`config.mk`:
```
export PLATFORM = sky130hd
export DESIGN_NAME = gray_updown_counter
export DESIGN_NICKNAME = d
export VERILOG_FILES = /design/src/rtl/gray_updown_counter.sv
export SDC_FILE = /design/constraint.sdc
export NUM_CORES = 1
export LEC_CHECK = 0
export CAP_MARGIN = 10
export CELL_PAD_IN_SITES_DETAIL_PLACEMENT = 2
export CELL_PAD_IN_SITES_GLOBAL_PLACEMENT = 2
export CORE_MARGIN = 3
export CORE_UTILIZATION = 25
export DETAILED_ROUTE_END_ITERATION = 8
export PLACE_DENSITY_LB_ADDON = 0.1
export SYNTH_ARGS = -nofsm -noshare
export SYNTH_HDL_FRONTEND = slang
export SYNTH_SLANG_ARGS = --single-unit
```
`constraint.sdc`:
```
create_clock -name i_clk -period 2.02 [get_ports i_clk]
set_input_delay 0.303 -clock i_clk [delete_from_list [all_inputs] [get_ports i_clk]]
set_output_delay 0.303 -clock i_clk [all_outputs]
set_load 0.01 [all_outputs]
```
`src/rtl/gray_updown_counter.sv`:
```
// gray_updown_counter: binary up/down counter that also presents its count in
// reflected-binary Gray code. The count lives in one binary register; the Gray
// value and the flags are registered from the same next-count value. Every
// output therefore changes on the same edge, and the Gray output can be
// sampled glitch-free by another clock domain.
module gray_updown_counter #(
  parameter int WIDTH = 4
) (
  input  logic             i_clk,
  input  logic             i_rst_n,
  input  logic             i_en,
  input  logic             i_up,
  input  logic             i_sat,
  input  logic             i_load,
  input  logic [WIDTH-1:0] i_load_gray,
  output logic [WIDTH-1:0] o_bin,
  output logic [WIDTH-1:0] o_gray,
  output logic             o_wrap,
  output logic             o_at_max,
  output logic             o_at_min
);

  localparam logic [WIDTH-1:0] ONE = {{(WIDTH-1){1'b0}}, 1'b1};

  logic [WIDTH-1:0] r_cnt;
  logic [WIDTH-1:0] r_gray;
  logic             r_wrap;
  logic             r_at_max;
  logic             r_at_min;

  logic [WIDTH-1:0] w_load_bin;
  logic [WIDTH-1:0] w_next_cnt;
  logic [WIDTH-1:0] w_next_gray;
  logic             w_next_wrap;
  logic             w_is_max;
  logic             w_is_min;

  assign w_is_max = (r_cnt == {WIDTH{1'b1}});
  assign w_is_min = (r_cnt == {WIDTH{1'b0}});

  // Gray-to-binary for the load path: prefix XOR running from the MSB down.
  always_comb begin
    w_load_bin = '0;
    w_load_bin[WIDTH-1] = i_load_gray[WIDTH-1];
    for (int i = WIDTH - 2; i >= 0; i--) begin
      w_load_bin[i] = w_load_bin[i+1] ^ i_load_gray[i];
    end
  end

  // Next count: load beats count beats hold; a wrap pulse only comes from a
  // counting step that crosses an end while not saturating.
  always_comb begin
    w_next_cnt  = r_cnt;
    w_next_wrap = 1'b0;
    if (i_load) begin
      w_next_cnt = w_load_bin;
    end else if (i_en) begin
      if (i_up) begin
        if (!w_is_max) begin
          w_next_cnt = r_cnt + ONE;
        end else if (!i_sat) begin
          w_next_cnt  = '0;
          w_next_wrap = 1'b1;
        end
      end else begin
        if (!w_is_min) begin
          w_next_cnt = r_cnt - ONE;
        end else if (!i_sat) begin
          w_next_cnt  = {WIDTH{1'b1}};
          w_next_wrap = 1'b1;
        end
      end
    end
  end

  assign w_next_gray = w_next_cnt ^ (w_next_cnt >> 1);

  // State and all outputs are registered together from the next count.
  always_ff @(posedge i_clk) begin
    if (!i_rst_n) begin
      r_cnt    <= '0;
      r_gray   <= '0;
      r_wrap   <= 1'b0;
      r_at_max <= 1'b0;
      r_at_min <= 1'b1;
    end else begin
      r_cnt    <= w_next_cnt;
      r_gray   <= w_next_gray;
      r_wrap   <= w_next_wrap;
      r_at_max <= (w_next_cnt == {WIDTH{1'b1}});
      r_at_min <= (w_next_cnt == {WIDTH{1'b0}});
    end
  end

  assign o_bin    = r_cnt;
  assign o_gray   = r_gray;
  assign o_wrap   = r_wrap;
  assign o_at_max = r_at_max;
  assign o_at_min = r_at_min;

endmodule

```
==> reports/qor.yml, run 1 <==
status: "finished, violations left"
violations: "setup timing"
setup_viol_count_final: 3
cellPowerDensity_nw_per_um2: 614
ant_nets: 0
ir_drop_mv: 0.411
synth_xor_area_share_pct: 6.43
cts-buffers-inserted: 3
netlist_instances: 86
wire_per_inst_um: 18.2
skew_ns: 0.00128
crit_type: "register to register"
clk_pin_slew_worst_paths_ns: 0.06
clock_latency_ns: 0.26
ys_seq_elements: 10
slew_headroom_pct: 70.4
cp_num_cells: 9
grt-ovfl-total: 0
fin_ws_ns: -0.0386
dp_hpwl_um: 2130
drc: 0
die_area_um2: 3820
worst_setup_path_start_kind: "register"
avgSynthCellArea_um2: 9.05
io-pin-count: 21
p_leak_nw: 0.564
synthFlopType: "dfxtp_1"
rows: 19
drv_cap: 0
cts.sink_count: 10
crit_buf_inv: 2
core_area_um2: 2850
synth_fa_ha_area_share_pct: 8.04
synth_mux_area_share_pct: 0
synth_top_family_by_area: "compound AO/OA/AOI/OAI gates"
worst_setup_path_end_kind: "register"
critPathTopFamily: "simple AND/OR/NAND/NOR gates"
io_buffer_count: 20
worst_pin_slew_ns: 0.437
ys_seq_area_share_pct: 25.7
layout_common_cells: "buf_4 (27), clkdlybuf4s50_1 (19), dfxtp_1 (8)"
required_ns: 2.18
first_pass_iters: 4
place.gp.congestion: 0.780
die_h_um: 61.8
final_util_pct: 45.7
power_w: 0.000800
hold_path_depth: 2
min_period_ns: 2.06
drt_iter0_drc: 8
area_delta_synth_final_pct: 67.4
synth_fp_nets: 101
drv_slew: 0
holdWs_ns: 0.448
grt_pass1_vias: 879
grt_pass1_wl_um: 4230
grt_start_max_net_pins: 9
crit_chain: "inv_2 > ha_4 > or4b_4 > o211ai_2 > nand2_1 > a31oi_4 > inv_2 > ha_4 > and2_1"
final_layout_size_suffix_gt1_share_pct: 40.9
reg2regPathDepth: 9
critPathMaxFanout: 4
cts-root-buf: "clkbuf_4"
htreeDepth: 1
layout_commonest_cell: "buf_4"
dpl_worst_slack_ns: -0.250
async_flop_share_pct: 0
synth_compound_area_share_pct: 25.9
clk_path_buf_depth: 2
dp.cells: 154
grt_use_total_pct: 15.2
n_antenna_cell: 0
start_util_pct: 27.3
die_w_um: 61.8
crit_path_max_incr_delay_ns: 0.52
synth_cell_types: 39
cts_tree: "built"
rsz0062_at_grt: "yes"
critPathArrivalTime_ns: 2.22
antenna_found_initial: 0
holdBufCountCts: 0
viasPerCell: 4.91
final_cell_count_no_fill: 163
fmaxAchievable_ghz: 0.486
vias: 800
nets: 148
cp_slowest_cell: "or4b_4"
synth.cell_area_um2: 778
drt_wl_total_um: 2970
synthSimpleGateAreaFrac_pct: 23.5
hp-class: "input pin to register"
synth_warnings: 0
hold_viol_final: 0
synth_edf_count: 0
timing.final.crit_share_pct: 102
synth_stat cells, drive strengths merged (2+ instances only):
master	number	share of area (%)
nor2	6	2.9
o21ai	3	1.9
and2	4	3.2
nand2b	3	2.4
a21oi	4	2.6
nand2	6	2.9
xnor2	2	2.3
buf	5	5.1
inv	10	4.8
ha	5	8.0
and3	2	1.6
a31oi	3	3.2
dfxtp	10	26
o31ai	2	4.3
nand4	2	3.5
o211ai	2	2.6
nor3b	2	1.9
power breakdown:
part	internal, W	total, W	switching, W
Sequential	0.000220	0.000239	0.0000189
Combinational	0.000209	0.000384	0.000176
Clock	0.000109	0.000177	0.0000673
logic make-up after synthesis:
kind of cell    count (synthesis)
flops                          10
simple gates                   29
xor+xnor                        4
fa+ha+maj                       5
buf+inv                        16
compound gates                 22
cell type report:
cell class              instances  area (um^2)
multi-input cells              60          566
repair buffers                 48          417
well taps                      31         38.8
clock buffers                   4         36.3
flip-flops and latches         10          205
fillers                       335         1550
inverters                      10         40.0
routing by layer:
layer | vias up | global-route usage [%] | wire length, um
met3 | 0 | 3.10 | 83
met5 | - | 0 | 0
met4 | 0 | 0.909 | 0
met2 | 18 | 26.9 | 1550
li1 | 397 | - | -
met1 | 385 | 20.0 | 1340
flip-flops by register name, indices dropped and copies added, names as in the netlist:
signal,flops
o_bin,4
o_gray,3
o_at_max,1
o_at_min,1
o_wrap,1
per-stage QoR:
| stage | setup TNS [ns] | instance area (um^2) |
|---|---|---|
| after floorplan | 0 | 783 |
| after global placement | -0.907 | 1150 |
| after CTS | -0.0289 | 1220 |
| final | -0.0830 | 1300 |
| after detailed placement | -1.04 | 1150 |
| after global routing | -0.357 | 1300 |
worst paths after layout:
path | from | end | slack (ns)
worst max-delay path | o_bin[0]$_SDFF_PN0_ | o_gray[0]$_SDFF_PN0_ | -0.04
worst min-delay path | i_sat | o_wrap$_SDFF_PP0_ | 0.45
worst max register to register | o_bin[0]$_SDFF_PN0_ | o_gray[0]$_SDFF_PN0_ | -0.04
worst min register to register | o_bin[2]$_SDFF_PN0_ | o_wrap$_SDFF_PP0_ | 0.93
repair_timing:
action | in CTS | in global routing
gates resized for setup | 6 | 11
setup endpoints to repair | 5 | 5
pin swaps | 4 | 9
buffers inserted | 2 | 3
(Power assumes the default switching activity.)
==> run 2, diff against run 1 <==
- CTS_BUF_LIST: default -> sky130_fd_sc_hd__clkbuf_4 sky130_fd_sc_hd__clkbuf_8 sky130_fd_sc_hd__clkbuf_16
- SKIP_CTS_REPAIR_TIMING: default -> 1
==> run 2 against run 1 <==
The flow now finishes without violations. Sequential cell count stayed put. Fmax is 2.2% higher. Final cell count is 1.8% lower. Highest routed layer unchanged. Final area is 2.1% lower.
==> reports/qor.yml, run 2 (synthesis gave the netlist of run 1 again) <==
status: "finished, final reports clean"
drc: 0  # unchanged
holdWs_ns: 0.446  # -0.00130 ns
crit_type: "register to register"
layout_common_cells: "buf_4 (24), clkdlybuf4s50_1 (19), dfxtp_1 (8)"
grt_pass1_vias: 869  # -1.1%
cts-buffers-inserted: 3  # unchanged
dp_hpwl_um: 2130  # unchanged
r2r_end: "o_at_max$_SDFF_PN0_"
grt_use_total_pct: 15.2  # -0.085 points
p_leak_nw: 0.543  # -3.8%
switching_share_pct: 32.3  # -0.44 points
cp_slowest_cell: "or4b_4"
drt_iter0_drc: 19  # +11
htreeDepth: 1  # unchanged
min-delay-start: "i_sat"
met1_usage_pct: 19.9  # -0.12 points
core_area_um2: 2850  # unchanged
die_area_um2: 3820  # unchanged
drt_wl_total_um: 2760  # -7.1%
critPathArrivalTime_ns: 2.17  # -0.05 ns
n_fill_cell: 327  # -2.4%
die_w_um: 61.8  # unchanged
nets: 145  # -2.0%
largest_register_ff_count: 4  # unchanged
grt-ovfl-total: 0  # unchanged
ant_nets: 0  # unchanged
rows: 19  # unchanged
final_cell_count_no_fill: 160  # -1.8%
cts_tree: "built"
antenna_found_initial: 0  # unchanged
io-pin-count: 21  # unchanged
start_util_pct: 27.3  # unchanged
drv_cap: 0  # unchanged
final_util_pct: 44.7  # -0.96 points
cts-root-buf: "clkbuf_4"
worst_setup_path_start_kind: "register"
setup_viol_count_final: 0  # -3
vias: 779  # -2.6%
final_layout_size_suffix_gt1_share_pct: 38.0  # -2.9 points
ir_drop_mv: 0.427  # +4.0%
io_buffer_count: 20  # unchanged
worst_setup_path_end_kind: "register"
area_delta_synth_final_pct: 63.8
clk_path_buf_depth: 2  # unchanged
slew_headroom_pct: 70.2  # -0.21 points
p_int_w: 0.000529  # -1.7%
power.switching_w: 0.000252  # -3.6%
cts.sink_count: 10  # unchanged
grt.met2_usage_pct: 26.3  # -0.60 points
power_w: 0.000781  # -2.3%
viasPerCell: 4.87  # -0.80%
crit_chain: "inv_4 > ha_4 > or4b_4 > o2111ai_4 > a31oi_4 > buf_6 > ha_2 > and3_1"
place.gp.congestion: 0.780  # unchanged
dp.cells: 154  # unchanged
crit_path_max_incr_delay_ns: 0.52  # about the same
clock_latency_ns: 0.26  # about the same
holdPathEnd: "o_wrap$_SDFF_PP0_"
n_antenna_cell: 0  # unchanged
grt_pass1_wl_um: 4220  # -0.17%
clk_pin_slew_worst_paths_ns: 0.06  # about the same
die_h_um: 61.8  # unchanged
hold_viol_final: 0  # unchanged
drv_slew: 0  # unchanged
r2r_start: "o_bin[1]$_SDFF_PN0_"
ff2ff_setup_slack_ns: 0.005  # +0.04 ns
layout_commonest_cell: "buf_4"
fmaxAchievable_ghz: 0.496  # +2.2%
required_ns: 2.18  # about the same
hp-class: "input pin to register"
rsz0062_at_grt: "yes"
reg2regPathDepth: 8  # -1
timing.final.crit_share_pct: 99.7  # -2.2 points
cellPowerDensity_nw_per_um2: 613  # -0.21%
hold_path_depth: 2  # unchanged
combPwrFrac_pct: 46.8  # -1.3 points
grt_start_max_net_pins: 9  # unchanged
skew_ns: 0.00162  # +0.000348 ns
min_period_ns: 2.01  # -0.0438 ns
tns_ns: 0  # +0.0830 ns
critPathMaxFanout: 5  # +1
wire_per_inst_um: 17.2  # -5.4%
worst_pin_slew_ns: 0.440  # +0.00311 ns
first_pass_iters: 4  # unchanged
power_frac_seq_pct: 30.7  # +0.9 points
use_met3_pct: 3.31  # +0.21 points
top_usage_layer: "met2"
pwr-share-clk_pct: 22.5  # +0.4 points
==> run 2: worst max-delay path by stage <==
stage	cells after the start	endpoint	startpoint	slack, ns
2_1_floorplan	9	o_gray[0]$_SDFF_PN0_	o_bin[1]$_SDFF_PN0_	0.006
3_3_place_gp	7	o_gray[2]$_SDFF_PN0_	i_sat	-0.24
3_5_place_dp	7	o_gray[2]$_SDFF_PN0_	i_sat	-0.25
4_1_cts	9	o_gray[0]$_SDFF_PN0_	o_bin[1]$_SDFF_PN0_	-0.13
5_1_grt	9	o_gray[0]$_SDFF_PN0_	o_bin[1]$_SDFF_PN0_	-0.07
6_report	8	o_at_max$_SDFF_PN0_	o_bin[1]$_SDFF_PN0_	0.005
==> run 2: layout make-up <==
type	count	area, um^2	share of cell area [%]
multi-input cells	60	561	44.0
inverters	10	40.0	3.14
well taps	31	38.8	3.04
flip-flops and latches	10	205	16.1
repair buffers	45	394	30.9
clock buffers	4	36.3	2.85
==> run 2: stage by stage <==
stage / worst slack, ns / cell area, um^2
floorplan: 0.00557 / 783
global placement: -0.242 / 1150
detailed placement: -0.250 / 1150
CTS: -0.127 / 1190
global route: -0.0720 / 1270
finish: 0.00512 / 1270
==> run 2: power groups by stage <==
stage / registers, W / logic, W / clock network (W)
detailed placement: 0.000243 / 0.000319 / 0
global route: 0.000243 / 0.000404 / 0.000197
finish: 0.000240 / 0.000365 / 0.000176
floorplan: 0.000250 / 0.000152 / 0
global placement: 0.000242 / 0.000311 / 0
CTS: 0.000239 / 0.000324 / 0.000182
==> run 2: metal layers <==
metal	vias up	wire length [um]
met5	-	0
met4	0	0
met3	0	93
met2	18	1430
met1	369	1230
li1	392	-
==> run 2: critical path, delay by kind of cell (launching register included) <==
kind / cells / cell delay [ns]
AND/OR/NAND/NOR: 2 / 0.65
AO/OA/AOI/OAI: 2 / 0.38
flip-flops: 1 / 0.37
adder cells (fa/ha/maj): 2 / 0.31
buffers and inverters: 2 / 0.20
